[src/rtl/gcd_arbiter_if.sv]
`default_nettype none
// +--------------------------------------------------------------------------+
// | gcd_arbiter_if : request/response bundle between clients and gcd_arbiter |
// | Rev 1.0                                                                  |
// +--------------------------------------------------------------------------+
interface gcd_arbiter_if #(
    parameter int N    = 4,
    parameter int W    = 8,
    parameter int CNTW = 10
);
    localparam int IDW = $clog2(N);

    logic [N-1:0]    req_valid;
    logic [N*W-1:0]  req_a;
    logic [N*W-1:0]  req_b;
    logic [N-1:0]    req_ready;
    logic            rsp_valid;
    logic            rsp_ready;
    logic [IDW-1:0]  rsp_id;
    logic [W-1:0]    rsp_data;
    logic [CNTW-1:0] rsp_cycles;

    modport master (
        output req_valid, req_a, req_b, rsp_ready,
        input  req_ready, rsp_valid, rsp_id, rsp_data, rsp_cycles
    );

    modport slave (
        input  req_valid, req_a, req_b, rsp_ready,
        output req_ready, rsp_valid, rsp_id, rsp_data, rsp_cycles
    );
endinterface
`default_nettype wire

[src/rtl/gcd_arbiter.sv]
`default_nettype none
// +--------------------------------------------------------------------------+
// | gcd_arbiter : round-robin sharing of one subtract/swap GCD engine        |
// | Rev 1.0                                                                  |
// +--------------------------------------------------------------------------+
module gcd_arbiter #(
    parameter int N    = 4,
    parameter int W    = 8,
    parameter int CNTW = 10
) (
    input  logic         clk,
    input  logic         nrst,
    gcd_arbiter_if.slave bus,
    output logic         gcd_start,
    output logic [W-1:0] gcd_ina,
    output logic [W-1:0] gcd_inb,
    input  logic         gcd_ready,
    input  logic [W-1:0] gcd_out
);
    localparam int              IDW     = $clog2(N);
    localparam logic [CNTW-1:0] CYC_MAX = '1;
    localparam logic [CNTW-1:0] CYC_ONE = CNTW'(1);
    localparam logic [IDW-1:0]  ID_LAST = IDW'(N - 1);
    localparam logic [IDW-1:0]  ID_ONE  = IDW'(1);

    typedef enum logic [1:0] {
        IDLE  = 2'd0,
        ISSUE = 2'd1,
        WAIT  = 2'd2,
        RESP  = 2'd3
    } state_t;

    state_t          state;
    logic [IDW-1:0]  rr_ptr;
    logic [IDW-1:0]  cur_id;
    logic [W-1:0]    op_a;
    logic [W-1:0]    op_b;
    logic [CNTW-1:0] cyc;

    logic            grant_any;
    logic            grant_go;
    logic [IDW-1:0]  grant_idx;
    logic [W-1:0]    grant_a;
    logic [W-1:0]    grant_b;

    function automatic logic [IDW-1:0] wrap_add(input logic [IDW-1:0] base, input int off);
        int s;
        s = int'(base) + off;
        if (s >= N) s = s - N;
        return IDW'(s);
    endfunction

    // Scan from rr_ptr upward; the first valid requester found wins.
    always_comb begin
        grant_any = 1'b0;
        grant_idx = rr_ptr;
        for (int k = 0; k < N; k++) begin
            if (!grant_any && bus.req_valid[wrap_add(rr_ptr, k)]) begin
                grant_any = 1'b1;
                grant_idx = wrap_add(rr_ptr, k);
            end
        end
    end

    assign grant_go      = (state == IDLE) && gcd_ready && grant_any;
    assign grant_a       = bus.req_a[grant_idx*W +: W];
    assign grant_b       = bus.req_b[grant_idx*W +: W];
    assign bus.req_ready = grant_go ? ({{(N-1){1'b0}}, 1'b1} << grant_idx) : '0;

    assign gcd_start = (state == ISSUE);
    assign gcd_ina   = op_a;
    assign gcd_inb   = op_b;

    always_ff @(posedge clk or negedge nrst) begin
        if (!nrst) begin
            state          <= IDLE;
            rr_ptr         <= '0;
            cur_id         <= '0;
            op_a           <= '0;
            op_b           <= '0;
            cyc            <= '0;
            bus.rsp_valid  <= 1'b0;
            bus.rsp_id     <= '0;
            bus.rsp_data   <= '0;
            bus.rsp_cycles <= '0;
        end else begin
            case (state)
                IDLE: begin
                    if (grant_go) begin
                        op_a   <= grant_a;
                        op_b   <= grant_b;
                        cur_id <= grant_idx;
                        rr_ptr <= (grant_idx == ID_LAST) ? '0 : grant_idx + ID_ONE;
                        // A zero operand would make the engine subtract forever.
                        if (grant_a == '0 || grant_b == '0) begin
                            bus.rsp_data   <= grant_a | grant_b;
                            bus.rsp_cycles <= '0;
                            bus.rsp_id     <= grant_idx;
                            bus.rsp_valid  <= 1'b1;
                            state          <= RESP;
                        end else begin
                            state <= ISSUE;
                        end
                    end
                end
                ISSUE: begin
                    cyc   <= '0;
                    state <= WAIT;
                end
                WAIT: begin
                    if (cyc != CYC_MAX) cyc <= cyc + CYC_ONE;
                    if (gcd_ready) begin
                        bus.rsp_data   <= gcd_out;
                        bus.rsp_cycles <= (cyc == CYC_MAX) ? CYC_MAX : cyc + CYC_ONE;
                        bus.rsp_id     <= cur_id;
                        bus.rsp_valid  <= 1'b1;
                        state          <= RESP;
                    end
                end
                RESP: begin
                    if (bus.rsp_ready) begin
                        bus.rsp_valid <= 1'b0;
                        state         <= IDLE;
                    end
                end
                default: state <= IDLE;
            endcase
        end
    end
endmodule
`default_nettype wire

[src/flat_wrapper.sv]
// flat-port wrapper written by rule: the top's interface ports become plain ports
module gcd_arbiter_flat 
#(
    parameter int N    = 4,
    parameter int W    = 8,
    parameter int CNTW = 10
)
  (clk, nrst, gcd_start, gcd_ina, gcd_inb, gcd_ready, gcd_out, bus_req_valid, bus_req_a, bus_req_b, bus_rsp_ready, bus_req_ready, bus_rsp_valid, bus_rsp_id, bus_rsp_data, bus_rsp_cycles);
  gcd_arbiter_if #(.N(N), .W(W), .CNTW(CNTW)) bus_i ();
  input  logic clk;
  input  logic nrst;
  output logic gcd_start;
  output logic [W-1:0] gcd_ina;
  output logic [W-1:0] gcd_inb;
  input  logic gcd_ready;
  input  logic [W-1:0] gcd_out;
  input wire logic [$bits(bus_i.req_valid)-1:0] bus_req_valid;
  input wire logic [$bits(bus_i.req_a)-1:0] bus_req_a;
  input wire logic [$bits(bus_i.req_b)-1:0] bus_req_b;
  input wire logic [$bits(bus_i.rsp_ready)-1:0] bus_rsp_ready;
  output wire logic [$bits(bus_i.req_ready)-1:0] bus_req_ready;
  output wire logic [$bits(bus_i.rsp_valid)-1:0] bus_rsp_valid;
  output wire logic [$bits(bus_i.rsp_id)-1:0] bus_rsp_id;
  output wire logic [$bits(bus_i.rsp_data)-1:0] bus_rsp_data;
  output wire logic [$bits(bus_i.rsp_cycles)-1:0] bus_rsp_cycles;
  assign bus_i.req_valid = bus_req_valid;
  assign bus_i.req_a = bus_req_a;
  assign bus_i.req_b = bus_req_b;
  assign bus_i.rsp_ready = bus_rsp_ready;
  assign bus_req_ready = bus_i.req_ready;
  assign bus_rsp_valid = bus_i.rsp_valid;
  assign bus_rsp_id = bus_i.rsp_id;
  assign bus_rsp_data = bus_i.rsp_data;
  assign bus_rsp_cycles = bus_i.rsp_cycles;
  gcd_arbiter #(.N(N), .W(W), .CNTW(CNTW)) u_core (.clk(clk), .nrst(nrst), .bus(bus_i), .gcd_start(gcd_start), .gcd_ina(gcd_ina), .gcd_inb(gcd_inb), .gcd_ready(gcd_ready), .gcd_out(gcd_out));
endmodule
[config.mk]
export PLATFORM = sky130hd
export DESIGN_NAME = gcd_arbiter_flat
export DESIGN_NICKNAME = d
export VERILOG_FILES = /design/src/rtl/gcd_arbiter_if.sv /design/src/rtl/gcd_arbiter.sv /design/src/flat_wrapper.sv
export SDC_FILE = /design/constraint.sdc
export NUM_CORES = 1
export LEC_CHECK = 0
export ABC_AREA = 1
export BUFFER_PORTS_ARGS = -buffer_cell sky130_fd_sc_hd__buf_4
export CORE_MARGIN = 1.5
export CORE_UTILIZATION = 51
export DETAILED_ROUTE_END_ITERATION = 10
export PLACE_DENSITY = 0.81
export SETUP_SLACK_MARGIN = 0.15
export SLEW_MARGIN = 20
export SYNTH_ARGS = -nofsm -noshare
export SYNTH_HDL_FRONTEND = slang
export SYNTH_SLANG_ARGS = --single-unit
[constraint.sdc]
create_clock -name clk -period 2.9 [get_ports clk]
set_input_delay 0.29 -clock clk [delete_from_list [all_inputs] [get_ports clk]]
set_output_delay 0.29 -clock clk [all_outputs]
set_load 0.05 [all_outputs]
# == After elaboration in Yosys (flattened, before gate mapping) ==
# Cells that the tools add are included.
# word_totals
register_bits,53
input_bits,80
output_inout_bits,42
elab_cells,109
# classes
n_addsub,9
n_lt_le_gt_ge,8
eq_ne,11
shift,3
muxes,47
bitwise,1
n_reduce_logical,20
# ops
operator,count
32-bit by 6-bit variable part select with 8-bit output,2
10-bit two-way mux,5
10-bit case mux with 2 select lines,2
2-bit two-way mux,16
8-bit two-way mux,3
8-bit zero test,2
8-bit case mux with 2 select lines,1
2-bit by 3-bit < comparator with 1-bit output (second input constant),4
1-bit two-way mux,12
10-bit by 1-bit adder with 10-bit output (second input constant),1
10-bit == test (second input constant),1
10-bit != test (second input constant),1
3-bit >= comparator (second input constant),3
1-bit binary-select mux with 2-bit select,4
8-bit OR,1
2-bit case mux with 4 select lines,1
2-bit by 1-bit subtractor with 2-bit output (second input constant),4
2-bit by 2-bit adder with 3-bit output (second input constant),2
2-bit == test (second input constant),3
2-bit != test (second input constant),3
1-bit logical AND,5
5-bit AND reduction,1
4-bit two-way mux,1
2-bit by 1-bit != test with 1-bit output (second input constant),2
15 further kinds,19

# == Longest topological paths before layout ==
# Gate-level depths: netlist (run 1).
# logic_depth
ltp_word,20
ltp_mapped,24
mapped_depth_nobuf,21

# == Worst setup path after synthesis (run 1) ==
# Ideal clock, no wire load.
# synth_path
path_type,flip-flop to output port
start,register u_core.rr_ptr[1]
end,output bus_req_ready[0]
t_arrival_ns,2.354
t_required_ns,2.610
path_slack_ns,0.256
stages_incl_launch_ff,13
path_buffers,3
cell_sequence,dfrtp_1 -> buf_4 -> inv_4 -> nand2_1 -> nand2_1 -> nand2_1 -> o21ai_1 -> nor4_1 -> nor2_1 -> inv_1 -> clkbuf_1 -> clkbuf_1 -> nor2_1
# synth_via
elab_chain_cells,16
word_cells_on_any_way,40
cone_classes,7 x add/sub; 4 x order compare; 1 x shift; 21 x mux; 7 x reduce/logical
# synth_rtl
element,line,rtl
from (decl),gcd_arbiter.sv:34,logic [IDW-1:0] rr_ptr;
from (signal assigned),gcd_arbiter.sv:93,rr_ptr <= (grant_idx == ID_LAST) ? '0 : grant_idx + ID_ONE;
"parallel branches: the longest is 15 deep, another holds 2-bit by 1-bit adder with 3-bit output",n/a,
4-bit two-way mux (*),gcd_arbiter.sv:68,"assign bus.req_ready = grant_go ? ({{(N-1){1'b0}}, 1'b1} << grant_idx) : '0;"
to (decl),flat_wrapper.sv:21,output wire logic [$bits(bus_i.req_ready)-1:0] bus_req_ready;
# Every way passes the cells marked *. The select of a mux whose other input is x is not followed.

# == Final worst setup path (run 1) ==
# layout_path
start,register u_core.rr_ptr[0]
end,register u_core.bus.rsp_cycles[9]
# layout_via
elab_chain_cells,19
word_cells_on_any_way,46
cone_classes,7 x add/sub; 4 x order compare; 2 x eq/ne; 2 x shift; 20 x mux; 11 x reduce/logical
# layout_rtl
element,line,rtl
"parallel branches: the longest is 18 deep, another holds 2-bit by 1-bit adder with 3-bit output",n/a,
4-bit AND reduction (no line) (*),n/a,
to (signal assigned),gcd_arbiter.sv:114,bus.rsp_cycles <= (cyc == CYC_MAX) ? CYC_MAX : cyc + CYC_ONE;
to (decl),gcd_arbiter_if.sv:30,"output req_ready, rsp_valid, rsp_id, rsp_data, rsp_cycles"
# Marks and branches as above.
# A chain may end at the register's enable or synchronous reset.

==> results.md, run 1 <==
- Share of layout cells above drive strength 1: 36.5%
- Failing checks: hold timing, setup timing
- Post-synthesis mux area share: 0%
- Vias per cell: 5.81
- Hold Path Class: input port to asynchronous set/reset pin
- GR met3 Demand/Resource: between 4 and 5%
- Post-DP Area: 4450 sq um
- Antenna violations before repair: 0
- Reg clk slew, reported paths: 0.09 ns
- Hold-fix buffers, CTS: 0
- Row cnt: 30
- Period utilization: 100%
- Status: finished with violations
- Worst flop-to-flop path startpoint: u_core.rr_ptr[0]
- CTS tree: yes
- Critical Path Source: u_core.rr_ptr[0]
- Final ANT Viol Nets: 0
- Wirelength per Cell: 16.9 um
- Synthesized net count: between 600 and 700
- Mean Syn Cell Area: 6.87 sq um
- Synth top area cells: dfrtp_1 38%, nand2_1 21%, nand3_1 13%
- GRT overflow: 0
- Synth Area in Compound Gates: 9.87%
- #FFs+latches synth: 53
- Worst Path Max Fanout: 8
- Max Buffers Root-to-Sink: 2
- Area growth syn-to-layout: 48.9%
- Largest family of logic cells by synthesized area: simple AND/OR/NAND/NOR gates
- Cells after Synth: 513
- Die Area: between 7000 and 8000 sq um
- Dpl hpwl: 7.32 mm
- Met1 GRT Util: 34.3%
- CTS Buf Count: 5
- Yosys cell types: 27
- First-pass GRT wire length: 15.9 mm
- CTS H-tree depth: 2
- DRC: 0
- Cell taking the most area after synthesis: dfrtp_1
- Post-Synth XOR/XNOR Area: 1.49%
- Normalized max-slew margin: 41.2%
- Seq/Total Area, Yosys: 37.6%
- Count leader, synth: nand2_1
- Final hold vios: 1
- Post-synth EDFFs: 0
- Top-area cell type share of the netlist area: about 38%
- Detailed-route via count: 4283
- Nets: 746
- Peak Freq: between 300 and 400 MHz
- R2R setup slack: -0.004 ns
- FILL cells: 456
- R2R depth: 21
- Worst Skew: 0.00491 ns
- Setup WS post-layout: -0.00396 ns
- RSZ-0062 raised after global routing: yes
- # clock sinks: 53
- Global route hottest layer: met2
- Max Transition Viols Final: 0
- CTS root buf: clkbuf_8
- Synth async-reset ratio: 100%
- Adder-cell area share of the yosys netlist: 3.55%
- # IOs: around 120
- Data arrival, critical path: 3.12 ns
- Core area: 6720 sq um
- Reg2Reg Capture Point: u_core.bus.rsp_cycles[9]
- Largest net degree at the start of global routing: 54
- Setup CP Type: flop to flop
- Slew @ Worst Pin: 0.881 ns
- Worst EP required: 3.11 ns
- Total track usage: 27.0%
- Synth Cell Area: 3520 sq um
- Port Buffers: 121
- Final wirelength: 12.4 mm
- DR pass1 iterations: 5
- Clock Latency Late Sink: between 0.3 and 0.4 ns
- Initial Utilization: 52.4%
- Fin area: 5250 sq um
- Commonest cells in the netlist: 196 x nand2_1, 90 x nand3_1, 53 x dfrtp_1
- Met2 track demand over resource: a little under half
- Crit end category: flop
- Yosys warnings: 0
- Die Y: 86.1 um
- Main synth FF type: dfrtp_1
- Vias in the first global route: 3486
- Max Cap Viol: 0
- Critical Path Start Type: flop
- Initial drt markers: 302
- Final hold slack: -0.0000989 ns
- DIE WIDTH: 86.1 um
- Final setup vio count: 1
- Post-synthesis simple-gate area fraction: 38.8%
- Routability cong.: 0.903
- Antenna Cells: 0
- Tmin final: 2.90 ns
[cell families after synthesis]
logic type | Yosys count
AO/OA/AOI/OAI | 64
XOR/XNOR | 6
adder cells (fa/ha/maj) | 10
buffers and inverters | 61
flip-flops | 53
AND/OR/NAND/NOR | 319
[layer usage]
metal | vias to the layer above | part of all wire, %
met5 | - | 0
met4 | 0 | 3.8
met3 | 52 | 8.4
met2 | 261 | 49
met1 | 2004 | 39
li1 | 1966 | -
[per-stage QoR]
stage | util, % | worst slack (ns) | instances | TNS, ns
after floorplan | - | 0.256 | 513 | 0
after global placement | 66.3 | 0.0645 | 696 | 0
after detailed placement | 66.3 | -0.147 | 696 | -2.31
after CTS | 68.6 | 0.102 | 707 | 0
after global routing | 78.1 | -0.141 | 737 | -2.21
final | 78.1 | -0.00396 | 737 | -0.00396
[placed cells by master (no fill, tap or decap), types with 4 or more instances in the layout]
master,Yosys,routed
nand3_1,90,78
clkbuf_16,0,4
a21oi_1,18,18
nand2_4,1,12
ha_1,10,10
buf_4,6,139
nand2_8,0,5
dfrtp_1,53,51
o21ai_0,30,30
o22ai_1,8,8
inv_1,29,27
nand2_2,5,31
nor2_1,18,15
clkbuf_8,0,7
nand3_4,0,4
xor2_1,5,5
a21o_1,7,7
nand2_1,196,161
buf_6,6,9
nand3_2,2,10
[critical path, cell delays in order (launching register included)]
cell,delay [ns]
dfrtp_2,0.47
buf_6,0.16
nand2_1,0.08
nand2_2,0.08
nand2_2,0.10
nand2_4,0.08
nor2_4,0.20
nand3_4,0.13
nand2_4,0.12
nand2_8,0.11
buf_6,0.15
nand2_1,0.07
nand3_1,0.10
nand2_2,0.11
nand2_1,0.07
nor2_1,0.13
nand2_2,0.11
nand3_4,0.16
buf_12,0.15
nand2_4,0.07
nand2_1,0.09
nand2_1,0.06
[registers in the layout, indices dropped and copies added (netlist names)]
register / cells
u_core.bus.rsp_cycles: 10
u_core.bus.rsp_data: 8
u_core.bus.rsp_id: 2
u_core.bus.rsp_valid: 1
u_core.cur_id: 2
u_core.cyc: 10
u_core.gcd_ina: 8
u_core.gcd_inb: 8
u_core.rr_ptr: 2
u_core.state: 2
[layout make-up]
type | count | area (sq um) | share of cell area, %
clock buffer | 7 | 96.3 | 1.84
clock inverter | 1 | 5.00 | 0.0954
inverter | 33 | 131 | 2.50
multi-input combinational | 406 | 2270 | 43.2
sequential | 53 | 1330 | 25.3
tap | 80 | 100 | 1.91
timing repair buffer | 156 | 1310 | 25.0
timing repair inverter | 1 | 7.51 | 0.143
[repair_timing]
| action | CTS | global route |
|---|---|---|
| gates cloned | 2 | 13 |
| setup buffers | 1 | 17 |
| gates resized for setup | 9 | 82 |
| pin swaps | 1 | 7 |
| endpoints found under the setup margin | 25 | 25 |
[worst max path at each step]
stage,endpoint,slack [ns],cells past startpoint
2_1_floorplan,bus_req_ready[0],0.26,12
3_3_place_gp,u_core.bus.rsp_data[0],0.06,17
3_5_place_dp,u_core.bus.rsp_cycles[8],-0.15,18
4_1_cts,bus_req_ready[3],0.10,14
5_1_grt,u_core.bus.rsp_cycles[9],-0.14,21
6_report,u_core.bus.rsp_cycles[9],-0.004,21
Power of run 1 is left out: the tool's default activity adds up to more than one toggle a clock period on the data nets, which glitch-free logic cannot reach.
==> run 2: changes to the inputs <==
--- a/config.mk
+++ b/config.mk
@@ -11,6 +11,7 @@
 export CORE_UTILIZATION = 51
 export DETAILED_ROUTE_END_ITERATION = 10
 export PLACE_DENSITY = 0.81
+export RECOVER_POWER = 25
 export SETUP_SLACK_MARGIN = 0.15
 export SLEW_MARGIN = 20
 export SYNTH_ARGS = -nofsm -noshare
==> run 2 against run 1 <==
Compared with the run above: the run ends with setup timing left; design area barely moved; non-clock buffer count did not move; die area did not move; via count did not move; core utilization barely moved; clock skew did not move; largest cell class unchanged.
==> results.md, run 2 (same netlist as run 1, synthesis figures left out) <==
- CTS Buf Count: 5 (unchanged)
- Nets: 746 (unchanged)
- Antenna Cells: 0 (unchanged)
- Port Buffers: 121 (unchanged)
- Final hold vios: 0 (was 1)
- Met1 GRT Util: 34.3% (unchanged)
- # clock sinks: 53 (unchanged)
- Failing checks: setup timing (was hold timing, setup timing)
- Hold Path Class: input port to asynchronous set/reset pin (unchanged)
- Reg clk slew, reported paths: 0.09 ns (about the same)
- Final Non-Filler Cells: 737 (unchanged)
- DRC: 0 (unchanged)
- Vias in the first global route: 3486 (unchanged)
- GR met3 Demand/Resource: 4.23% (unchanged)
- Max Buffers Root-to-Sink: 2 (unchanged)
- CTS H-tree depth: 2 (unchanged)
- Hold-fix buffers, CTS: 0 (unchanged)
- Largest net degree at the start of global routing: 54 (unchanged)
- Clock Latency Late Sink: 0.31 ns (about the same)
- Worst EP required: 3.11 ns (about the same)
- # IOs: 122 (unchanged)
- Most common cell after layout, fill and taps aside: nand2_1 (unchanged)
- Top Registers: u_core.bus.rsp_cycles: 10 flops, u_core.cyc: 10 flops (unchanged)
- Peak Freq: 344 MHz (unchanged)
- Placed cell count: 696 (unchanged)
- Crit end category: flop (unchanged)
- Top cell by count, worst path: nand2_1 (unchanged)
- Wirelength per Cell: 16.9 um (about the same)
- DR pass1 iterations: 5 (unchanged)
- Row cnt: 30 (unchanged)
- Max Cap Viol: 0 (unchanged)
- Max Transition Viols Final: 0 (unchanged)
- CP Cell Sequence: buf_6 > nand2_1 > nand2_2 > nand2_2 > nand2_4 > nor2_4 > nand3_4 > nand2_4 > nand2_8 > buf_6 > nand2_1 > nand3_1 > nand2_2 > nand2_1 > nor2_1 > nand2_2 > nand3_4 > buf_12 > nand2_4 > nand2_1 > nand2_1 (unchanged)
- Global route hottest layer: met2 (unchanged)
- Detailed-route via count: 4283 (unchanged)
- Worst Path Max Fanout: 8 (unchanged)
- Setup WS post-layout: -0.00396 ns (unchanged)
- Vias per cell: 5.81 (unchanged)
- CP max-delay cell: dfrtp_2 (unchanged)
- CTS tree: yes (unchanged)
- Period utilization: 100% (unchanged)
- Most frequent cells in the layout: 161 x nand2_1, 138 x buf_4, 78 x nand3_1 (was 161 x nand2_1, 139 x buf_4, 78 x nand3_1)
- Area growth syn-to-layout: 48.9% (about the same)
- Slew @ Worst Pin: 1.31 ns (was 0.881 ns)
- Status: finished with violations (unchanged)
- Final ANT Viol Nets: 0 (unchanged)
- CTS root buf: clkbuf_8 (unchanged)
- Antenna violations before repair: 0 (unchanged)
- Dpl hpwl: 7.32 mm (unchanged)
- CP peak stage delay: 0.47 ns (about the same)
- Met2 track demand over resource: 47.1% (unchanged)
- RSZ-0062 raised after global routing: yes (unchanged)
- Worst Skew: 0.00491 ns (unchanged)
- Routability cong.: 0.903 (unchanged)
- Critical Path Start Type: flop (unchanged)
- Data arrival, critical path: 3.12 ns (about the same)
- Initial Utilization: 52.4% (unchanged)
- Die Area: 7420 sq um (unchanged)
- Share of layout cells above drive strength 1: 36.5% (unchanged)
- DIE WIDTH: 86.1 um (unchanged)
- Setup CP Type: flop to flop (unchanged)
- Total track usage: 27.0% (unchanged)
- Normalized max-slew margin: 12.5% (was 41.2%)
- Die Y: 86.1 um (unchanged)
- Tmin final: 2.90 ns (unchanged)
- Initial drt markers: 302 (unchanged)
- Core area: 6720 sq um (unchanged)
- Final setup vio count: 1 (unchanged)
- First-pass GRT wire length: 15.9 mm (unchanged)
- GRT overflow: 0 (unchanged)
- Final wirelength: 12.4 mm (about the same)
run 2: cell type report:
type | instances | area [sq um]
clock inverters | 1 | 5.00
clock buffers | 7 | 96.3
multi-input cells | 406 | 2270
flip-flops and latches | 53 | 1330
repair buffers | 156 | 1310
well taps | 80 | 100
fillers | 457 | 1470
inverters | 33 | 131
repair inverters | 1 | 7.51
run 2: critical path: cells and delay by family (launching register included):
kind,cells,cell delay (ns)
flops,1,0.47
buf+inv,3,0.46
simple gates,18,1.87
run 2: path summary, 6_finish.rpt:
kind / startpoint / to / slack [ns] / depth (start not counted)
worst max-delay path: u_core.rr_ptr[0] / u_core.bus.rsp_cycles[9] / -0.004 / 21
worst min-delay path: nrst / u_core.rr_ptr[1] / 0.25 / 1
worst max register to register: u_core.rr_ptr[0] / u_core.bus.rsp_cycles[9] / -0.004 / 21
worst min register to register: u_core.bus.rsp_valid / u_core.bus.rsp_valid / 0.48 / 2
max in group asynchronous: nrst / u_core.rr_ptr[0] / 1.79 / 1
min in group clk: gcd_out[2] / u_core.bus.rsp_data[2] / 0.31 / 4
run 2: metrics by stage:
step / setup TNS [ns] / hold slack, ns / cell area [sq um] / worst slack, ns / utilization [%]
4_1_cts: 0 / 0.0195 / 4610 / 0.102 / 68.6
3_3_place_gp: 0 / 0.360 / 4450 / 0.0645 / 66.3
6_report: -0.00396 / 0.253 / 5250 / -0.00396 / 78.1
2_1_floorplan: 0 / -0.00559 / 3520 / 0.256 / -
5_1_grt: -2.21 / 0.327 / 5250 / -0.141 / 78.1
3_5_place_dp: -2.31 / 0.367 / 4450 / -0.147 / 66.3
run 2: routing by layer:
metal	vias to the layer above	wire (um)
li1	1966	-
met1	2004	4790
met2	261	6130
met3	52	1040
met4	0	467
met5	-	0
run 2: repair_timing:
| item | 4_1_cts | 5_1_grt |
|---|---|---|
| resized for setup | 9 | 82 |
| setup endpoints to repair | 25 | 25 |
| hold endpoints to repair | 0 | 0 |
| cloned | 2 | 13 |
| pin swaps | 1 | 7 |
| setup buffers | 1 | 17 |
Power of run 2 is left out for the same reason.
==> run 3: changes to the inputs <==
--- a/config.mk
+++ b/config.mk
@@ -5,7 +5,6 @@
 export SDC_FILE = /design/constraint.sdc
 export NUM_CORES = 1
 export LEC_CHECK = 0
-export ABC_AREA = 1
 export BUFFER_PORTS_ARGS = -buffer_cell sky130_fd_sc_hd__buf_4
 export CORE_MARGIN = 1.5
 export CORE_UTILIZATION = 51
==> run 3 against run 2 <==
Compared with the run above: the run now ends clean; sequential cell count unchanged; die area up 1.2%; critical path depth fell by 11; core utilization decreased by 6.1 points; clock skew grew 0.0030 ns; sequential share of layout area grew 1.8 points; global-route usage is 0.48 points higher; non-clock buffer count fell by 6; cell count down 16%; largest cell class unchanged.
==> results.md, run 3 <==
- Top-area cell type share of the netlist area: 37.2% (was 37.6%)
- Crit end category: flop (unchanged)
- Most common cell after layout, fill and taps aside: buf_4 (was nand2_1)
- Most frequent cells in the layout: 140 x buf_4, 58 x o21ai_0, 56 x nand3_1 (was 161 x nand2_1, 138 x buf_4, 78 x nand3_1)
- Clock Latency Late Sink: 0.30 ns (was 0.31 ns)
- Commonest cells in the netlist: 60 x o21ai_0, 56 x nand3_1, 53 x dfrtp_1 (was 196 x nand2_1, 90 x nand3_1, 53 x dfrtp_1)
- Die Area: 7500 sq um (was 7420 sq um)
- Critical Path Start Type: flop (unchanged)
- Routability cong.: 0.890 (was 0.903)
- First-pass GRT wire length: 16.0 mm (was 15.9 mm)
- Yosys cell types: 52 (was 27)
- Comb pwr share: 68.5%
- Max Cap Viol: 0 (unchanged)
- FILL cells: 489 (was 457)
- CP max-delay cell: or4_4 (was dfrtp_2)
- Area growth syn-to-layout: 37.1% (was 48.9%)
- Synth async-reset ratio: 100% (unchanged)
- DR pass1 iterations: 6 (was 5)
- VDD IR max: 0.718 mV
- Status: completed (was finished with violations)
- Tmin final: 2.87 ns (was 2.90 ns)
- Core area: 6790 sq um (was 6720 sq um)
- CP Cell Sequence: nor3b_4 > or4_4 > and3_4 > a211o_1 > a22oi_2 > nand4_4 > a31oi_4 > buf_6 > buf_12 > mux2_4 (was buf_6 > nand2_1 > nand2_2 > nand2_2 > nand2_4 > nor2_4 > nand3_4 > nand2_4 > nand2_8 > buf_6 > nand2_1 > nand3_1 > nand2_2 > nand2_1 > nor2_1 > nand2_2 > nand3_4 > buf_12 > nand2_4 > nand2_1 > nand2_1)
- Fin area: 4890 sq um (was 5250 sq um)
- Final wirelength: 10.5 mm (was 12.4 mm)
- Vias per cell: 5.75 (was 5.81)
- Power Internal: approximately 2500 uW
- Worst Skew: 0.00794 ns (was 0.00491 ns)
- Main synth FF type: dfrtp_1 (unchanged)
- Row cnt: 30 (unchanged)
- Seq/Total Area, Yosys: 37.2% (was 37.6%)
- Total power: 5100 uW
- Area occupied by multi-input gates: 2070 sq um (was 2270 sq um)
- Data arrival, critical path: 3.06 ns (was 3.12 ns)
- Register area: 1330 sq um (about the same)
- DRC: 0 (unchanged)
- Initial drt markers: 172 (was 302)
- Yosys warnings: 0 (unchanged)
- Clock share of power: 8.4%
- Final hold vios: 0 (unchanged)
- Total track usage: 27.5% (was 27.0%)
- Seq pwr share: a little under a quarter
- Synth top area cells: dfrtp_1 37%, o21ai_0 8.4%, mux2_4 8.0% (was dfrtp_1 38%, nand2_1 21%, nand3_1 13%)
- Largest net degree at the start of global routing: 54 (unchanged)
- Synthesized net count: 483 (was 603)
- Mean Syn Cell Area: 9.08 sq um (was 6.87 sq um)
- Normalized max-slew margin: 14.7% (was 12.5%)
- Switching part of the total power: between 50% and 60%
- Count leader, synth: o21ai_0 (was nand2_1)
- Vias in the first global route: 3428 (was 3486)
- Synth Cell Area: 3570 sq um (was 3520 sq um)
- Cell taking the most area after synthesis: dfrtp_1 (unchanged)
- PD cells: 1040 nW/um^2
- Detailed-route via count: 3578 (was 4283)
- R2R setup slack: 0.03 ns (was -0.004 ns)
- Cells after Synth: 393 (was 513)
- # clock sinks: 53 (unchanged)
- Wirelength per Cell: 16.9 um (about the same)
- Peak Freq: 349 MHz (was 344 MHz)
- Setup_tns: 0 ns (was -0.00396 ns)
- Slew @ Worst Pin: 1.28 ns (was 1.31 ns)
- Nets: 616 (was 746)
- Setup CP Type: flop to flop (unchanged)
- DIE WIDTH: 86.6 um (was 86.1 um)
- Antenna Cells: 0 (unchanged)
- GRT overflow: 0 (unchanged)
- Final Util: 72.0% (was 78.1%)
- Final setup vio count: 0 (was 1)
- Initial Utilization: 52.5% (was 52.4%)
- Hold Path Class: input port to asynchronous set/reset pin (unchanged)
- CTS root buf: clkbuf_8 (unchanged)
- Antenna violations before repair: 0 (unchanged)
- Reg clk slew, reported paths: 0.09 ns (about the same)
- Max Transition Viols Final: 0 (unchanged)
- CTS Buf Count: 5 (unchanged)
- Share of layout cells above drive strength 1: 39.7% (was 36.5%)
- CTS tree: yes (unchanged)
- Leak pwr: 0.00236 uW
- Final hold slack: 0.253 ns (about the same)
- Post-synth EDFFs: 0 (unchanged)
- Top Registers: u_core.bus.rsp_cycles: 10 flops, u_core.cyc: 10 flops (unchanged)
- Final ANT Viol Nets: 0 (unchanged)
- Post-DP Area: 4560 sq um (was 4450 sq um)
- #FFs+latches synth: 53 (unchanged)
- Dpl hpwl: 7.50 mm (was 7.32 mm)
- Psw: approximately 2600 uW
- CTS H-tree depth: 2 (unchanged)
- Port Buffers: 121 (unchanged)
- Worst Path Max Fanout: 8 (unchanged)
- Period utilization: 98.8% (was 100%)
- Worst EP required: 3.10 ns (was 3.11 ns)
- Die Y: 86.6 um (was 86.1 um)
- Max Buffers Root-to-Sink: 2 (unchanged)
- CP peak stage delay: 0.55 ns (was 0.47 ns)
- # IOs: 122 (unchanged)
- RSZ-0062 raised after global routing: yes (unchanged)
==> run 3: changes by cell type after synthesis, sizes merged, moves of 8 or more <==
| cell | change |
|---|---|
| a211o | +8 |
| a22oi | +8 |
| and3 | +10 |
| inv | -18 |
| mux2 | +20 |
| nand2 | -152 |
| nand3 | -36 |
| o21ai | +29 |
==> run 3: cell families after synthesis <==
kind of cell / Yosys count / synth area share [%]
adders and majority gates: 10 / 3.51
DFF: 53 / 37.2
xor gates and xnor gates: 8 / 1.96
AOI/OAI and AO/OA: 117 / 21.2
and+or+nand+nor: 144 / 20.0
muxes: 21 / 8.59
buffers and inverters: 40 / 7.58
==> run 3: worst paths after layout <==
check,start,endpoint,cells after the start
worst max-delay path,u_core.rr_ptr[1],u_core.bus.rsp_data[4],10
worst min-delay path,nrst,u_core.cyc[3],1
worst max register to register,u_core.rr_ptr[1],u_core.bus.rsp_data[4],10
worst min register to register,u_core.cur_id[1],u_core.cur_id[1],2
max in group asynchronous,nrst,u_core.gcd_ina[7],1
min in group clk,gcd_out[3],u_core.bus.rsp_data[3],3
==> run 3: worst max-delay path: cells and delay by family, from the launching register on <==
kind | cells | cell delay [ns]
simple gates | 4 | 1.07
compound gates | 3 | 0.70
flops | 1 | 0.41
mux | 1 | 0.31
buf+inv | 2 | 0.27
==> run 3: power groups by stage <==
stage          Sequential (uW)  Combinational (uW)  Clock (uW)
2_1_floorplan             1830                1720           0
3_3_place_gp              1180                3140           0
3_5_place_dp              1170                3240           0
4_1_cts                   1170                3380         430
5_1_grt                   1200                3720         464
6_report                  1180                3490         428
==> run 3: final cells by class <==
type                    instances  share of cell area [%]
flip-flops and latches         53                    27.1
multi-input cells             302                    42.4
inverters                      14                    1.15
repair buffers                150                    25.1
clock inverters                 1                   0.153
well taps                      96                    2.46
clock buffers                   6                    1.69
==> run 3: routing by layer <==
layer  global-route usage (%)  vias up  part of all wire [%]
met3                     5.05       30                   7.0
met5                        0        -                     0
li1                         -     1672                     -
met2                     47.6      180                    49
met4                     9.97        0                   3.0
met1                     34.2     1696                    41
==> run 3: stage by stage <==
step,setup WS (ns),std cells
finish,0.0349,622
detailed placement,-0.0130,603
floorplan,0.124,393
global route,-0.0622,622
global placement,0.0402,603
CTS,0.0451,617
==> run 3: timing repair <==
action / 4_1_cts / 5_1_grt
pin swaps: 12 / 9
hold endpoints to repair: 0 / 0
cloned: 2 / 3
buffers inserted: 5 / 2
setup endpoints to repair: 19 / 22
resized for setup: 17 / 12
hold buffers: 0 / 0
(Power assumes the default switching activity.)
